--- src/rtl/otter_mcu_fsm_if.sv ---
// Control bus between the OTTER multicycle sequencer and the datapath/memories.
// The master side is the sequencer; the slave side is the datapath and memory.
interface otter_mcu_fsm_if;
  logic [6:0] CU_OPCODE;
  logic [2:0] CU_FUNC3;
  logic       CU_BR_EQ;
  logic       CU_BR_LT;
  logic       CU_BR_LTU;
  logic       CU_INTR;
  logic       CU_MIE;
  logic       IMEM_ACK;
  logic       DMEM_ACK;
  logic       CU_PC_WRITE;
  logic [2:0] CU_PC_SOURCE;
  logic       CU_REG_WRITE;
  logic       CU_MEM_RDEN1;
  logic       CU_MEM_RDEN2;
  logic       CU_MEM_WE2;
  logic       CU_CSR_WE;
  logic       CU_INT_TAKEN;
  logic       CU_BUS_ERR;
  logic [2:0] CU_STATE;

  modport master (
    input  CU_OPCODE, CU_FUNC3, CU_BR_EQ, CU_BR_LT, CU_BR_LTU,
    input  CU_INTR, CU_MIE, IMEM_ACK, DMEM_ACK,
    output CU_PC_WRITE, CU_PC_SOURCE, CU_REG_WRITE, CU_MEM_RDEN1,
    output CU_MEM_RDEN2, CU_MEM_WE2, CU_CSR_WE, CU_INT_TAKEN,
    output CU_BUS_ERR, CU_STATE
  );

  modport slave (
    output CU_OPCODE, CU_FUNC3, CU_BR_EQ, CU_BR_LT, CU_BR_LTU,
    output CU_INTR, CU_MIE, IMEM_ACK, DMEM_ACK,
    input  CU_PC_WRITE, CU_PC_SOURCE, CU_REG_WRITE, CU_MEM_RDEN1,
    input  CU_MEM_RDEN2, CU_MEM_WE2, CU_CSR_WE, CU_INT_TAKEN,
    input  CU_BUS_ERR, CU_STATE
  );
endinterface

--- src/rtl/otter_mcu_fsm.sv ---
// OTTER RV32I multicycle sequencer: fetch / execute / memory-wait stepping,
// interrupt entry between instructions and memory-ack timeout to a HALT state.
module otter_mcu_fsm #(
  parameter int TIMEOUT_CYCLES   = 16,
  parameter int INTR_SYNC_STAGES = 2
) (
  input logic            CLK,
  input logic            RST_N,
  otter_mcu_fsm_if.master bus
);

  localparam logic [2:0] ST_FETCH = 3'd0;
  localparam logic [2:0] ST_EXEC  = 3'd1;
  localparam logic [2:0] ST_MWAIT = 3'd2;
  localparam logic [2:0] ST_INTR  = 3'd3;
  localparam logic [2:0] ST_HALT  = 3'd4;

  localparam logic [6:0] OP_LOAD   = 7'b0000011;
  localparam logic [6:0] OP_STORE  = 7'b0100011;
  localparam logic [6:0] OP_BRANCH = 7'b1100011;
  localparam logic [6:0] OP_JAL    = 7'b1101111;
  localparam logic [6:0] OP_JALR   = 7'b1100111;
  localparam logic [6:0] OP_LUI    = 7'b0110111;
  localparam logic [6:0] OP_AUIPC  = 7'b0010111;
  localparam logic [6:0] OP_OP     = 7'b0110011;
  localparam logic [6:0] OP_OPIMM  = 7'b0010011;
  localparam logic [6:0] OP_SYSTEM = 7'b1110011;

  localparam logic [2:0] PCS_PC4   = 3'd0;
  localparam logic [2:0] PCS_JALR  = 3'd1;
  localparam logic [2:0] PCS_BR    = 3'd2;
  localparam logic [2:0] PCS_JAL   = 3'd3;
  localparam logic [2:0] PCS_MTVEC = 3'd4;
  localparam logic [2:0] PCS_MEPC  = 3'd5;

  localparam int          CW       = (TIMEOUT_CYCLES > 2) ? $clog2(TIMEOUT_CYCLES) : 1;
  localparam logic [CW-1:0] TMO_LAST = CW'(TIMEOUT_CYCLES - 1);

  logic [2:0]                  state_q, state_d;
  logic [CW-1:0]               cnt_q, cnt_d;
  logic                        store_q, store_d;
  logic                        bus_err_q, bus_err_d;
  logic [INTR_SYNC_STAGES-1:0] sync_q, sync_d;
  logic [INTR_SYNC_STAGES:0]   sync_shift_s;

  logic       pc_write_s, reg_write_s, rden1_s, rden2_s, we2_s, csr_we_s, int_taken_s;
  logic [2:0] pc_source_s;
  logic       intr_pending_s;

  function automatic logic branch_taken(input logic [2:0] f3, input logic eq,
                                        input logic lt, input logic ltu);
    logic taken;
    case (f3)
      3'b000:  taken = eq;
      3'b001:  taken = ~eq;
      3'b100:  taken = lt;
      3'b101:  taken = ~lt;
      3'b110:  taken = ltu;
      3'b111:  taken = ~ltu;
      default: taken = 1'b0;
    endcase
    return taken;
  endfunction

  assign sync_shift_s   = {sync_q, bus.CU_INTR};
  assign intr_pending_s = sync_q[INTR_SYNC_STAGES-1] & bus.CU_MIE;

  // Next-state, strobe and timeout logic.
  always_comb begin
    state_d     = state_q;
    cnt_d       = cnt_q;
    store_d     = store_q;
    bus_err_d   = bus_err_q;
    sync_d      = sync_shift_s[INTR_SYNC_STAGES-1:0];
    pc_write_s  = 1'b0;
    pc_source_s = PCS_PC4;
    reg_write_s = 1'b0;
    rden1_s     = 1'b0;
    rden2_s     = 1'b0;
    we2_s       = 1'b0;
    csr_we_s    = 1'b0;
    int_taken_s = 1'b0;

    case (state_q)
      ST_FETCH: begin
        rden1_s = 1'b1;
        if (bus.IMEM_ACK) begin
          state_d = ST_EXEC;
        end else if (cnt_q == TMO_LAST) begin
          bus_err_d = 1'b1;
          state_d   = ST_HALT;
        end else begin
          cnt_d = cnt_q + CW'(1);
        end
      end
      ST_EXEC: begin
        state_d = intr_pending_s ? ST_INTR : ST_FETCH;
        case (bus.CU_OPCODE)
          OP_LOAD: begin
            rden2_s = 1'b1;
            store_d = 1'b0;
            state_d = ST_MWAIT;
          end
          OP_STORE: begin
            we2_s   = 1'b1;
            store_d = 1'b1;
            state_d = ST_MWAIT;
          end
          OP_BRANCH: begin
            pc_write_s  = 1'b1;
            pc_source_s = branch_taken(bus.CU_FUNC3, bus.CU_BR_EQ, bus.CU_BR_LT,
                                       bus.CU_BR_LTU) ? PCS_BR : PCS_PC4;
          end
          OP_JAL: begin
            pc_write_s  = 1'b1;
            reg_write_s = 1'b1;
            pc_source_s = PCS_JAL;
          end
          OP_JALR: begin
            pc_write_s  = 1'b1;
            reg_write_s = 1'b1;
            pc_source_s = PCS_JALR;
          end
          OP_LUI, OP_AUIPC, OP_OP, OP_OPIMM: begin
            pc_write_s  = 1'b1;
            reg_write_s = 1'b1;
          end
          OP_SYSTEM: begin
            pc_write_s = 1'b1;
            if (bus.CU_FUNC3 == 3'b000) begin
              pc_source_s = PCS_MEPC;
            end else if (bus.CU_FUNC3 != 3'b100) begin
              reg_write_s = 1'b1;
              csr_we_s    = 1'b1;
            end else begin
              pc_source_s = PCS_PC4;
            end
          end
          // Undefined opcodes retire as a NOP.
          default: begin
            pc_write_s = 1'b1;
          end
        endcase
      end
      ST_MWAIT: begin
        rden2_s = ~store_q;
        we2_s   = store_q;
        if (bus.DMEM_ACK) begin
          pc_write_s  = 1'b1;
          reg_write_s = ~store_q;
          state_d     = intr_pending_s ? ST_INTR : ST_FETCH;
        end else if (cnt_q == TMO_LAST) begin
          bus_err_d = 1'b1;
          state_d   = ST_HALT;
        end else begin
          cnt_d = cnt_q + CW'(1);
        end
      end
      ST_INTR: begin
        pc_write_s  = 1'b1;
        pc_source_s = PCS_MTVEC;
        int_taken_s = 1'b1;
        state_d     = ST_FETCH;
      end
      ST_HALT: begin
        state_d = ST_HALT;
      end
      default: begin
        state_d = ST_FETCH;
      end
    endcase

    if (state_d != state_q) begin
      cnt_d = '0;
    end else begin
      cnt_d = cnt_d;
    end
  end

  // State, wait counter, store flag, sticky error and interrupt synchronizer.
  always_ff @(posedge CLK or negedge RST_N) begin
    if (!RST_N) begin
      state_q   <= ST_FETCH;
      cnt_q     <= '0;
      store_q   <= 1'b0;
      bus_err_q <= 1'b0;
      sync_q    <= '0;
    end else begin
      state_q   <= state_d;
      cnt_q     <= cnt_d;
      store_q   <= store_d;
      bus_err_q <= bus_err_d;
      sync_q    <= sync_d;
    end
  end

  // Strobes are forced low the instant reset asserts, independent of state.
  assign bus.CU_PC_WRITE  = RST_N & pc_write_s;
  assign bus.CU_PC_SOURCE = {3{RST_N}} & pc_source_s;
  assign bus.CU_REG_WRITE = RST_N & reg_write_s;
  assign bus.CU_MEM_RDEN1 = RST_N & rden1_s;
  assign bus.CU_MEM_RDEN2 = RST_N & rden2_s;
  assign bus.CU_MEM_WE2   = RST_N & we2_s;
  assign bus.CU_CSR_WE    = RST_N & csr_we_s;
  assign bus.CU_INT_TAKEN = RST_N & int_taken_s;
  assign bus.CU_BUS_ERR   = RST_N & bus_err_q;
  assign bus.CU_STATE     = {3{RST_N}} & state_q;

endmodule

--- src/flat_wrapper.sv ---
// flat-port wrapper written by rule: the top's interface ports become plain ports
module otter_mcu_fsm_flat 
#(
  parameter int TIMEOUT_CYCLES   = 16,
  parameter int INTR_SYNC_STAGES = 2
)
  (CLK, RST_N, bus_CU_OPCODE, bus_CU_FUNC3, bus_CU_BR_EQ, bus_CU_BR_LT, bus_CU_BR_LTU, bus_CU_INTR, bus_CU_MIE, bus_IMEM_ACK, bus_DMEM_ACK, bus_CU_PC_WRITE, bus_CU_PC_SOURCE, bus_CU_REG_WRITE, bus_CU_MEM_RDEN1, bus_CU_MEM_RDEN2, bus_CU_MEM_WE2, bus_CU_CSR_WE, bus_CU_INT_TAKEN, bus_CU_BUS_ERR, bus_CU_STATE);
  otter_mcu_fsm_if bus_i ();
  input logic CLK;
  input logic RST_N;
  input wire logic [$bits(bus_i.CU_OPCODE)-1:0] bus_CU_OPCODE;
  input wire logic [$bits(bus_i.CU_FUNC3)-1:0] bus_CU_FUNC3;
  input wire logic [$bits(bus_i.CU_BR_EQ)-1:0] bus_CU_BR_EQ;
  input wire logic [$bits(bus_i.CU_BR_LT)-1:0] bus_CU_BR_LT;
  input wire logic [$bits(bus_i.CU_BR_LTU)-1:0] bus_CU_BR_LTU;
  input wire logic [$bits(bus_i.CU_INTR)-1:0] bus_CU_INTR;
  input wire logic [$bits(bus_i.CU_MIE)-1:0] bus_CU_MIE;
  input wire logic [$bits(bus_i.IMEM_ACK)-1:0] bus_IMEM_ACK;
  input wire logic [$bits(bus_i.DMEM_ACK)-1:0] bus_DMEM_ACK;
  output wire logic [$bits(bus_i.CU_PC_WRITE)-1:0] bus_CU_PC_WRITE;
  output wire logic [$bits(bus_i.CU_PC_SOURCE)-1:0] bus_CU_PC_SOURCE;
  output wire logic [$bits(bus_i.CU_REG_WRITE)-1:0] bus_CU_REG_WRITE;
  output wire logic [$bits(bus_i.CU_MEM_RDEN1)-1:0] bus_CU_MEM_RDEN1;
  output wire logic [$bits(bus_i.CU_MEM_RDEN2)-1:0] bus_CU_MEM_RDEN2;
  output wire logic [$bits(bus_i.CU_MEM_WE2)-1:0] bus_CU_MEM_WE2;
  output wire logic [$bits(bus_i.CU_CSR_WE)-1:0] bus_CU_CSR_WE;
  output wire logic [$bits(bus_i.CU_INT_TAKEN)-1:0] bus_CU_INT_TAKEN;
  output wire logic [$bits(bus_i.CU_BUS_ERR)-1:0] bus_CU_BUS_ERR;
  output wire logic [$bits(bus_i.CU_STATE)-1:0] bus_CU_STATE;
  assign bus_i.CU_OPCODE = bus_CU_OPCODE;
  assign bus_i.CU_FUNC3 = bus_CU_FUNC3;
  assign bus_i.CU_BR_EQ = bus_CU_BR_EQ;
  assign bus_i.CU_BR_LT = bus_CU_BR_LT;
  assign bus_i.CU_BR_LTU = bus_CU_BR_LTU;
  assign bus_i.CU_INTR = bus_CU_INTR;
  assign bus_i.CU_MIE = bus_CU_MIE;
  assign bus_i.IMEM_ACK = bus_IMEM_ACK;
  assign bus_i.DMEM_ACK = bus_DMEM_ACK;
  assign bus_CU_PC_WRITE = bus_i.CU_PC_WRITE;
  assign bus_CU_PC_SOURCE = bus_i.CU_PC_SOURCE;
  assign bus_CU_REG_WRITE = bus_i.CU_REG_WRITE;
  assign bus_CU_MEM_RDEN1 = bus_i.CU_MEM_RDEN1;
  assign bus_CU_MEM_RDEN2 = bus_i.CU_MEM_RDEN2;
  assign bus_CU_MEM_WE2 = bus_i.CU_MEM_WE2;
  assign bus_CU_CSR_WE = bus_i.CU_CSR_WE;
  assign bus_CU_INT_TAKEN = bus_i.CU_INT_TAKEN;
  assign bus_CU_BUS_ERR = bus_i.CU_BUS_ERR;
  assign bus_CU_STATE = bus_i.CU_STATE;
  otter_mcu_fsm #(.TIMEOUT_CYCLES(TIMEOUT_CYCLES), .INTR_SYNC_STAGES(INTR_SYNC_STAGES)) u_core (.CLK(CLK), .RST_N(RST_N), .bus(bus_i));
endmodule
--- config.mk ---
export PLATFORM = sky130hd
export DESIGN_NAME = otter_mcu_fsm_flat
export DESIGN_NICKNAME = d
export VERILOG_FILES = /design/src/rtl/otter_mcu_fsm_if.sv /design/src/rtl/otter_mcu_fsm.sv /design/src/flat_wrapper.sv
export SDC_FILE = /design/constraint.sdc
export NUM_CORES = 1
export LEC_CHECK = 0
export CORE_MARGIN = 5
export CORE_UTILIZATION = 46
export CTS_CLUSTER_DIAMETER = 100
export DETAILED_ROUTE_END_ITERATION = 12
export GPL_TIMING_DRIVEN = 0
export PLACE_DENSITY_LB_ADDON = 0.15
export SYNTH_ARGS = -nofsm -noshare
export SYNTH_HDL_FRONTEND = slang
export SYNTH_SLANG_ARGS = --single-unit
--- constraint.sdc ---
create_clock -name CLK -period 2.9 [get_ports CLK]
set_clock_uncertainty 0.15 [all_clocks]
set_input_delay 0.58 -clock CLK [delete_from_list [all_inputs] [get_ports CLK]]
set_output_delay 0.58 -clock CLK [all_outputs]
set_load 0.05 [all_outputs]
# Word level (Yosys, flattened, before mapping)
# Cells that the tools add are included.
[classes]
n_bitwise = 15
reduce_logical = 10
mux = 39
n_eq_ne = 26
n_addsub = 1
[ops]
columns = ["cell", "count"]
rows = [
  ["$eq A7 B7 Y1 const B", 4],
  ["$pmux W3 S4", 2],
  ["$eq A7 B6 Y1 const B", 3],
  ["$mux W1", 16],
  ["$mux W4", 4],
  ["$eq A3 B3 Y1 const B", 5],
  ["$mux W3", 5],
  ["$eq A7 B5 Y1 const B", 2],
  ["$pmux W1 S2", 6],
  ["$and A1 B1 Y1", 9],
  ["$pmux W4 S2", 1],
  ["$eq A7 B2 Y1 const B", 1],
  ["$and A3 B3 Y3", 2],
  ["$eq A3 B1 Y1 const B", 2],
  ["$eq A3 B2 Y1 const B", 2],
  ["$logic_not A3 Y1", 2],
  ["$ne A3 B2 Y1 const B", 2],
  ["$pmux W1 S6", 1],
  ["$pmux W3 S2", 1],
  ["$reduce_and A3 Y1", 2],
  ["$reduce_or A6 Y1", 1],
  ["$add A4 B1 Y4 const B", 1],
  ["$eq A4 B4 Y1 const B", 1],
  ["$mux W2", 2],
  ["9 further kinds", 14],
]
[word_totals]
input_bits = 19
output_inout_bits = 14
register_bits = 11
word_cells = 96

# Depth between registers and ports, before layout
# Gate-level depths: netlist (run 1).
[depth]
word_depth = 8
ltp_mapped = 5
mapped_depth_nobuf = 5

# Worst setup path after synthesis (run 1)
# OpenSTA, ideal clock, no wires.
[synth_path]
path_type = "reg-to-output"
start = "register u_core.state_q[1]"
end = "output port bus_CU_MEM_RDEN1"
path_slack_ns = -0.095
stages_incl_launch_ff = 3
required_time_ns = 2.170
path_buffers = 1
arrival_time_ns = 2.265
cell_sequence = "dfrtp_1 > clkbuf_1 > nor4b_1"
[synth_between]
elab_chain_len = 3
[synth_lines]
columns = ["item", "line_no", "text"]
rows = [
  ["start, declared", "otter_mcu_fsm.sv:39", "logic [2:0] state_q, state_d;"],
  ["start signal, assigned", "otter_mcu_fsm.sv:189", "state_q <= state_d;"],
  ["$logic_not A3 Y1", "otter_mcu_fsm.sv:84", "case (state_q)"],
  ["$mux W1", "otter_mcu_fsm.sv:84", ""],
  ["$and A1 B1 Y1", "otter_mcu_fsm.sv:201", "assign bus.CU_MEM_RDEN1 = RST_N & rden1_s;"],
  ["end, declared", "flat_wrapper.sv:23", "output wire logic [$bits(bus_i.CU_MEM_RDEN1)-1:0] bus_CU_MEM_RDEN1;"],
]
# Every way passes these cells.

# Worst setup path in the final report (run 1)
[layout_path]
start = "input port bus_CU_OPCODE[5]"
end = "output port bus_CU_REG_WRITE"
[layout_between]
elab_chain_len = 5
elab_cells_between_ends = 11
cone_classes = "eq/ne (7); mux (2); bitwise (1); reduce/logical (1)"
[layout_lines]
columns = ["item", "line_no", "text"]
rows = [
  ["start, declared", "flat_wrapper.sv:11", "input wire logic [$bits(bus_i.CU_OPCODE)-1:0] bus_CU_OPCODE;"],
  ["$eq A7 B6 Y1, or another cell as far along", "otter_mcu_fsm.sv:98", "case (bus.CU_OPCODE)"],
  ["$reduce_or A6 Y1 (no source line)", "n/a", ""],
  ["$pmux W1 S2 *", "otter_mcu_fsm.sv:98", ""],
  ["$pmux W1 S2 *", "otter_mcu_fsm.sv:84", ""],
  ["$and A1 B1 Y1 *", "otter_mcu_fsm.sv:200", "assign bus.CU_REG_WRITE = RST_N & reg_write_s;"],
  ["end, declared", "flat_wrapper.sv:22", "output wire logic [$bits(bus_i.CU_REG_WRITE)-1:0] bus_CU_REG_WRITE;"],
]
# Mark *: on every way between the ends. The rest lies on a longest branch, timed or not.

==> impl_metrics.toml, run 1 <==
[layout]
insertedDiodeCount = 0
syn_to_final_growth_pct = 47.3
final_layout_size_suffix_gt1_share_pct = 22.5
nets = 163
final_area_sq_um = 1270
post-route-util_pct = 72.3
nFillCells = 148

[logic_synthesis]
synth_edf_count = 0
yosysWarnings = 0
synth.distinct_cells = 39
synth_flop_cell = "dfrtp_1"
synth.largest_area_cell = "dfrtp_1"
synth.avg_cell_area_sq_um = 8.33
yosysSeqAreaShare_pct = 31.8
synth_area_leaders = "dfrtp_1, nor2_1, nand2_1, nand2b_1, a21oi_1"
async_reset_ff_share_pct = 100
syn_inst = 104
netlist_area_sq_um = 866
synth-seq-cells = 11
synth_nets = 124
synth_top_area_share_pct = 31.8

[setup_path]
rrSetupSlack_ns = 0.98
worstReg2RegEnd = "u_core.store_q"
endpoint_kind = "output pin"
worstSetupPathType = "input pin to output pin"
critPathBufInv = 2
r2r_cells = 5
critPathMaxStageDelay_ns = 0.55
path_depth = 6
crit_chain = "clkdlybuf4s50_1 > nand4b_1 > nor3_2 > nand3b_1 > a31oi_1 > buf_2"
cp_slowest_cell = "clkdlybuf4s50_1"
critical-path-top-delay-family = "buffers and inverters"
crit_fanout = 5
startpoint_type = "input pin"
worst_ep_arrival_time_ns = 2.09
startpoint = "bus_CU_OPCODE[5]"
r2r-start = "u_core.state_q[2]"
crit_end = "bus_CU_REG_WRITE"
cp_data_required_time_ns = 2.17

[place]
dp_hpwl_um = 1730
io_buffers = 32
place_ws_ns = -1.08
gp_congestion = 0.801
postPlaceCellArea_sq_um = 1220

[floorplanning]
chipHeight_um = 53.4
initial_core_util_pct = 49.1
coreArea_sq_um = 1760
io_pins = 33
die_area_sq_um = 2850
rows = 15
die_width_um = 53.4

[global_route]
use_met1_pct = 21.1
grt_max_degree = 20
grt-busiest-layer = "met2"
grt_usage_pct = 19.0
overflow = 0
grt_pass1_wl_um = 3900
met3_usage_pct = 4.79
gr-usage-met2_pct = 33.3
antenna_found_initial = 0
grt_pass1_vias = 942

[cts]
clock-root-buffer = "clkbuf_4"
numClockSinks = 11
h-tree-depth = 1
path_clk_slew_ns = 0.07
cts_buffer_depth = 2
cts_buffers = 3
worst_skew_pair.late_latency_ns = 0.28
cts_tree = "done"
holdBufCountCts = 0

[job]
drv_cap = 0

[power]
combPwrFrac_pct = 43.3
p_per_area_nw_per_um2 = 397
p_sw_share_pct = 39.0
p_clk_share_pct = 21.2
p_total_uw = 506
irDropWorstVdd_v = 0.000236
p_seq_share_pct = 35.5
p_int_uw = 309
p_sw_uw = 198
p_leak_nw = 0.584

[min_path]
min_path_type = "input pin to asynchronous set/reset pin"

[sta]
setup_slack_ns = 0.0785
min_period_ns = 2.82
drv_slew = 0
fin_crit_sh_pct = 97.3
fmax_mhz = 354
finalHoldViolCount = 0
max_slew_margin_pct = 66.5
worstMarginPinSlew_ns = 0.502
setup_violations = 0

[detailed_routing]
detail_route.first_pass.iterations = 4
final_antenna_net_count = 0
drc = 0
drt_wl_total_um = 2280
vias = 944
wl_per_cell_um = 13.7
viasPerCell = 5.65
drt-initial-drc-count = 18

[outcome]
status = "complete, no violations"
-- layer usage --
layer | share of wire, % | vias up
met3 | 7.1 | 4
met1 | 42 | 433
met2 | 50 | 39
met4 | 1.7 | 0
li1 | - | 468
met5 | 0 | -
-- logic make-up (layout without fill, tap and decap cells) --
| group | Yosys count | count (layout) | synth area share [%] |
|---|---|---|---|
| compound gates | 24 | 24 | 19.2 |
| xor+xnor | 2 | 2 | 2.02 |
| fa+ha+maj | 1 | 1 | 1.44 |
| buf+inv | 4 | 42 | 2.60 |
| flops | 11 | 11 | 31.8 |
| mux | 4 | 4 | 5.20 |
| simple gates | 58 | 58 | 37.7 |
-- through the flow --
| stage | hold slack (ns) | TNS (ns) | std cells |
|---|---|---|---|
| after global routing | 0.172 | -0.000586 | 167 |
| after global placement | 0.186 | -8.97 | 161 |
| after CTS | 0.163 | 0 | 166 |
| after detailed placement | 0.192 | -9.66 | 161 |
| final | 0.149 | 0 | 167 |
| after floorplan | 0.134 | 0 | 104 |
-- power by group through the flow --
| stage | combinational [mW] | clock, mW | sequential [mW] |
|---|---|---|---|
| after floorplan | 0.136 | 0 | 0.179 |
| after global placement | 0.209 | 0 | 0.181 |
| after detailed placement | 0.212 | 0 | 0.182 |
| after CTS | 0.216 | 0.111 | 0.179 |
| after global routing | 0.238 | 0.116 | 0.182 |
| final | 0.219 | 0.107 | 0.180 |
-- repair_timing --
item | 4_1_cts | 5_1_grt
buffers inserted | 1 | 1
pin swaps | 3 | 3
endpoints found under the setup margin | 14 | 7
resized for setup | 46 | 16
-- cell type report --
cell class | instances | area, sq um | share of cell area (%)
plain buffers | 3 | 20.0 | 1.57
clock buffers | 4 | 26.3 | 2.06
inverters | 1 | 3.75 | 0.294
multi-input cells | 89 | 604 | 47.4
flip-flops and latches | 11 | 275 | 21.6
well taps | 25 | 31.3 | 2.45
repair buffers | 34 | 314 | 24.6
-- registers in the layout, summed over array words and instances, names as in the netlist --
name and count:
u_core.sync_q 2, u_core.state_q 3, u_core.store_q 1, u_core.cnt_q 4, u_core.bus_err_q 1
-- how the worst min path moves through the flow --
stage | start | to | slack, ns | cells after the start
after detailed placement | u_core.sync_q[0] | u_core.sync_q[1] | 0.19 | 0
after global routing | RST_N | u_core.state_q[2] | 0.17 | 1
after CTS | RST_N | u_core.state_q[1] | 0.16 | 1
final | RST_N | u_core.state_q[2] | 0.15 | 1
after floorplan | RST_N | u_core.bus_err_q | 0.13 | 0
after global placement | u_core.sync_q[0] | u_core.sync_q[1] | 0.19 | 0
-- worst register-to-register path, stage by stage, from the launching register on --
cell,delay (ns)
dfrtp_1,0.38
buf_6,0.14
nor3b_4,0.20
or4b_4,0.49
buf_4,0.15
mux2_4,0.28
-- synthesized netlist by cell type, types with 2 or more instances --
library cell  number
a31oi_1            2
nand2_1            9
nor2_1            13
nor3_1             4
o21bai_1           2
nand3_1            5
nand4_1            4
dfrtp_1           11
nand2b_1           5
a31o_2             2
a21oi_1            6
or3_1              2
and3_1             3
and2_1             4
o21ai_0            3
clkbuf_1           2
nand3b_1           2
o32ai_1            2
mux2i_1            3
-- placed cells by master (no fill, tap or decap), types with 2 or more instances in the layout --
master / Yosys / layout
nand2_1: 9 / 8
buf_6: 1 / 2
mux2i_1: 3 / 3
a31oi_1: 2 / 2
dfrtp_1: 11 / 11
nand2b_1: 5 / 5
nand4_1: 4 / 4
o21ai_0: 3 / 3
and3_1: 3 / 3
clkdlybuf4s50_1: 0 / 15
nand3_1: 5 / 5
clkbuf_4: 0 / 3
clkbuf_1: 2 / 2
nor3_2: 0 / 3
a31o_2: 2 / 2
clkbuf_2: 0 / 4
buf_2: 0 / 4
dlymetal6s2s_1: 0 / 4
buf_4: 0 / 2
and2_1: 4 / 4
nor2_1: 13 / 13
a21oi_1: 6 / 6
o21bai_1: 2 / 2
nand3b_1: 2 / 2
clkdlybuf4s15_2: 0 / 3
No activity file was read; power rests on OpenSTA's default activity.
==> run 2: changes to the inputs <==
--- a/config.mk
+++ b/config.mk
@@ -10,6 +10,7 @@
 export CTS_CLUSTER_DIAMETER = 100
 export DETAILED_ROUTE_END_ITERATION = 12
 export GPL_TIMING_DRIVEN = 0
+export MAX_ROUTING_LAYER = met4
 export PLACE_DENSITY_LB_ADDON = 0.15
 export SYNTH_ARGS = -nofsm -noshare
 export SYNTH_HDL_FRONTEND = slang
==> impl_metrics.toml, run 2 (synthesis gave the netlist of run 1 again) <==
[outcome]
status = "complete, no violations"

[cts]
cts_buffer_depth = 2
cts_buffers = 3
h-tree-depth = 1
holdBufCountCts = 0
numClockSinks = 11
clock-root-buffer = "clkbuf_4"
worst_skew_pair.late_latency_ns = 0.28
path_clk_slew_ns = 0.07
cts_tree = "done"

[detailed_routing]
viasPerCell = 5.62
drt-initial-drc-count = 16
final_antenna_net_count = 0
vias = 939
drc = 0
drt_wl_total_um = 2300
wl_per_cell_um = 13.8
detail_route.first_pass.iterations = 4

[global_route]
grt_max_degree = 20
antenna_found_initial = 0
grt_pass1_wl_um = 3900
grt_usage_pct = 19.5
grt_pass1_vias = 941
overflow = 0

[layout]
nFillCells = 148
final_cell_mix = "clkdlybuf4s50_1, nor2_1, dfrtp_1"
insertedDiodeCount = 0
final-instance-count-excl-fill = 167
nets = 163
largest_reg_flops = 4
largest_register = "u_core.cnt_q"
largestRegisters = "u_core.cnt_q: 4 flops, u_core.state_q: 3 flops, u_core.sync_q: 2 flops"
syn_to_final_growth_pct = 47.3
final_layout_size_suffix_gt1_share_pct = 22.5
final_common_cell = "clkdlybuf4s50_1"

[power]
p_leak_nw = 0.584
p_per_area_nw_per_um2 = 397
p_total_uw = 506
irDropWorstVdd_v = 0.000236

[place]
io_buffers = 32
dpl.cell_count = 161
dp_hpwl_um = 1730
place_ws_ns = -1.08
gp_congestion = 0.812

[setup_path]
critPathMaxStageDelay_ns = 0.55
worst_ep_arrival_time_ns = 2.10
startpoint = "bus_CU_OPCODE[5]"
r2r_cells = 5
cp_slowest_cell = "clkdlybuf4s50_1"
worstSetupPathType = "input pin to output pin"
rrSetupSlack_ns = 0.98
worstReg2RegEnd = "u_core.store_q"
endpoint_kind = "output pin"
startpoint_type = "input pin"
r2r-start = "u_core.state_q[2]"
crit_fanout = 5
crit_chain = "clkdlybuf4s50_1 > nand4b_1 > nor3_2 > nand3b_1 > a31oi_1 > buf_2"
cp_data_required_time_ns = 2.17

[floorplanning]
rows = 15
die_width_um = 53.4
initial_core_util_pct = 49.1
io_pins = 33
coreArea_sq_um = 1760
chipHeight_um = 53.4
die_area_sq_um = 2850

[sta]
setup_slack_ns = 0.0683
min_period_ns = 2.83
max_slew_margin_pct = 66.5
fin_hold_ws_ns = 0.147
drv_slew = 0
fmax_mhz = 353
finalHoldViolCount = 0
setup_violations = 0
tns_ns = 0
fin_crit_sh_pct = 97.6
worstMarginPinSlew_ns = 0.502

[min_path]
min_path_type = "input pin to asynchronous set/reset pin"

[job]
drv_cap = 0
[run 2: cell counts in the layout (fill, tap and decap cells not counted)]
No cell type changed its count.
[run 2: through the flow]
| step | util [%] | instance area [sq um] |
|---|---|---|
| 2_1_floorplan | - | 872 |
| 3_3_place_gp | 69.4 | 1220 |
| 3_5_place_dp | 69.4 | 1220 |
| 4_1_cts | 73.1 | 1290 |
| 5_1_grt | 72.3 | 1270 |
| 6_report | 72.3 | 1270 |
[run 2: critical path, delay by kind of cell]
family          cells  cell delay, ns
compound gates      1            0.19
buf+inv             2            0.84
simple gates        3            0.48
[run 2: how the worst max path moves through the flow]
stage                                to  slack (ns)  depth (start not counted)
floorplan                bus_CU_MEM_WE2        0.11                          4
global placement    bus_CU_PC_SOURCE[1]       -0.98                          6
detailed placement  bus_CU_PC_SOURCE[1]       -1.08                          6
CTS                     bus_CU_PC_WRITE       0.007                          5
global route           bus_CU_REG_WRITE     -0.0006                          6
finish                 bus_CU_REG_WRITE        0.07                          6
[run 2: final cells by class]
cell class | count | area (sq um) | area share (%)
Multi-Input combinational cell | 89 | 604 | 47.4
Timing Repair Buffer | 34 | 314 | 24.6
Sequential cell | 11 | 275 | 21.6
Tap cell | 25 | 31.3 | 2.45
Clock buffer | 4 | 26.3 | 2.06
Buffer | 3 | 20.0 | 1.57
Inverter | 1 | 3.75 | 0.294
[run 2: timing repair]
action / CTS / global route
pin swaps: 3 / 3
gates cloned: 0 / 0
buffers inserted: 1 / 1
setup endpoints to repair: 14 / 7
resized for setup: 46 / 16
[run 2: report_power, final]
group          leakage (nW)  total [mW]  switching (mW)  internal [mW]
clock network        0.0150       0.107          0.0535         0.0535
registers             0.146       0.180          0.0134          0.166
logic                 0.423       0.219           0.130         0.0889
[run 2: layer usage]
layer | vias up | share of wire, % | track usage [%] | wire (um)
li1 | 467 | - | - | -
met1 | 437 | 43 | 21.2 | 1000
met2 | 31 | 49 | 33.3 | 1130
met3 | 4 | 5.5 | 4.51 | 127
met4 | 0 | 2.1 | 8.94 | 48
met5 | - | 0 | - | 0
==> run 3: changes to the inputs <==
--- a/config.mk
+++ b/config.mk
@@ -5,8 +5,9 @@
 export SDC_FILE = /design/constraint.sdc
 export NUM_CORES = 1
 export LEC_CHECK = 0
+export CORE_ASPECT_RATIO = 0.8
 export CORE_MARGIN = 5
-export CORE_UTILIZATION = 46
+export CORE_UTILIZATION = 45
 export CTS_CLUSTER_DIAMETER = 100
 export DETAILED_ROUTE_END_ITERATION = 12
 export GPL_TIMING_DRIVEN = 0
==> impl_metrics.toml, run 3 (synthesis gave the netlist of run 1 again) <==
[place]
gp_congestion = 0.816
dpl.cell_count = 160
postPlaceCellArea_sq_um = 1220
dp_hpwl_um = 1800
io_buffers = 32
place_ws_ns = -0.979

[cts]
cts_buffers = 3
cts_buffer_depth = 2
worst_skew_pair.late_latency_ns = 0.27
numClockSinks = 11
cts_tree = "done"
clock-root-buffer = "clkbuf_4"
holdBufCountCts = 0
path_clk_slew_ns = 0.07
h-tree-depth = 1

[global_route]
grt_pass1_wl_um = 3920
grt_usage_pct = 17.8
antenna_found_initial = 0
grt_max_degree = 20
overflow = 0
grt_pass1_vias = 856

[layout]
final-instance-count-excl-fill = 165
final_layout_size_suffix_gt1_share_pct = 21.3
final_area_sq_um = 1270
largestRegisters = "u_core.cnt_q: 4 flops, u_core.state_q: 3 flops, u_core.sync_q: 2 flops"
largest_register = "u_core.cnt_q"
post-route-util_pct = 68.5
insertedDiodeCount = 0
largest_reg_flops = 4
syn_to_final_growth_pct = 46.8
final_cell_mix = "nor2_1, clkdlybuf4s50_1, dfrtp_1"
nFillCells = 171
nets = 162

[power]
p_total_uw = 496
p_per_area_nw_per_um2 = 390
irDropWorstVdd_v = 0.000378
p_leak_nw = 0.621

[sta]
fin_crit_sh_pct = 98.0
setup_violations = 0
fmax_mhz = 352
finalHoldViolCount = 0
tns_ns = 0
drv_slew = 0
min_period_ns = 2.84
setup_slack_ns = 0.0593
fin_hold_ws_ns = 0.166
worstMarginPinSlew_ns = 0.507
max_slew_margin_pct = 66.1

[setup_path]
worst_ep_arrival_time_ns = 2.11
critPathMaxStageDelay_ns = 0.54
cp_slowest_cell = "or4b_4"
crit_chain = "clkdlybuf4s15_1 > or3_4 > or4b_4 > o32ai_2 > and2_1 > buf_6"
endpoint_kind = "output pin"
worstSetupPathType = "input pin to output pin"
critical-path-top-delay-family = "simple AND/OR/NAND/NOR gates"
crit_fanout = 4
critPathBufInv = 2
startpoint_type = "input pin"
cp_data_required_time_ns = 2.17

[floorplanning]
initial_core_util_pct = 46.6
die_area_sq_um = 2910
rows = 14
die_width_um = 59.0
coreArea_sq_um = 1860
io_pins = 33
chipHeight_um = 49.2

[detailed_routing]
drc = 0
wl_per_cell_um = 14.4
viasPerCell = 5.73
final_antenna_net_count = 0
detail_route.first_pass.iterations = 4
drt_wl_total_um = 2370
vias = 946
drt-initial-drc-count = 10

[job]
drv_cap = 0

[outcome]
status = "complete, no violations"

[min_path]
min_path_type = "input pin to asynchronous set/reset pin"
==> run 3: cell type report <==
cell class | count | area, sq um | area share (%)
buffer | 3 | 20.0 | 1.57
sequential | 11 | 275 | 21.7
multi-input combinational | 89 | 611 | 48.0
clock inverter | 1 | 5.00 | 0.394
timing repair buffer | 33 | 304 | 23.9
inverter | 1 | 3.75 | 0.295
clock buffer | 3 | 22.5 | 1.77
tap | 24 | 30.0 | 2.36
==> run 3: power by group <==
| part | switching (mW) | internal, mW | total, mW | leakage, nW |
|---|---|---|---|---|
| Clock | 0.0507 | 0.0510 | 0.102 | 0.0177 |
| Combinational | 0.131 | 0.0846 | 0.215 | 0.457 |
| Sequential | 0.0131 | 0.166 | 0.179 | 0.146 |
| Total | 0.194 | 0.302 | 0.496 | 0.621 |
==> run 3: routing by layer <==
layer  part of all wire [%]  up-vias  global-route usage (%)
li1                       -      467                       -
met1                     46      449                    23.7
met2                     47       30                    25.9
met3                    6.4        0                    5.82
met4                      0        0                    4.15
met5                      0        -                       -
==> run 3: final timing paths <==
path	from	to	slack, ns	cells past startpoint
worst max-delay path	bus_CU_OPCODE[4]	bus_CU_MEM_RDEN2	0.06	6
worst min-delay path	RST_N	u_core.cnt_q[1]	0.17	1
worst max register to register	u_core.state_q[2]	u_core.store_q	0.95	4
worst min register to register	u_core.sync_q[0]	u_core.sync_q[1]	0.21	0
max in group asynchronous	RST_N	u_core.cnt_q[3]	2.16	1
min in group CLK	u_core.sync_q[0]	u_core.sync_q[1]	0.21	0
==> run 3: worst reg2reg max path, cell delays in order, from the launching register on <==
cell,delay [ns]
dfrtp_1,0.37
buf_6,0.15
nor3b_4,0.33
or4b_4,0.53
mux2_4,0.31
==> run 3: what timing repair did <==
item,4_1_cts,5_1_grt
resized for setup,41,27
pin swaps,0,4
cloned,0,0
setup buffers,0,1
setup endpoints to repair,14,9
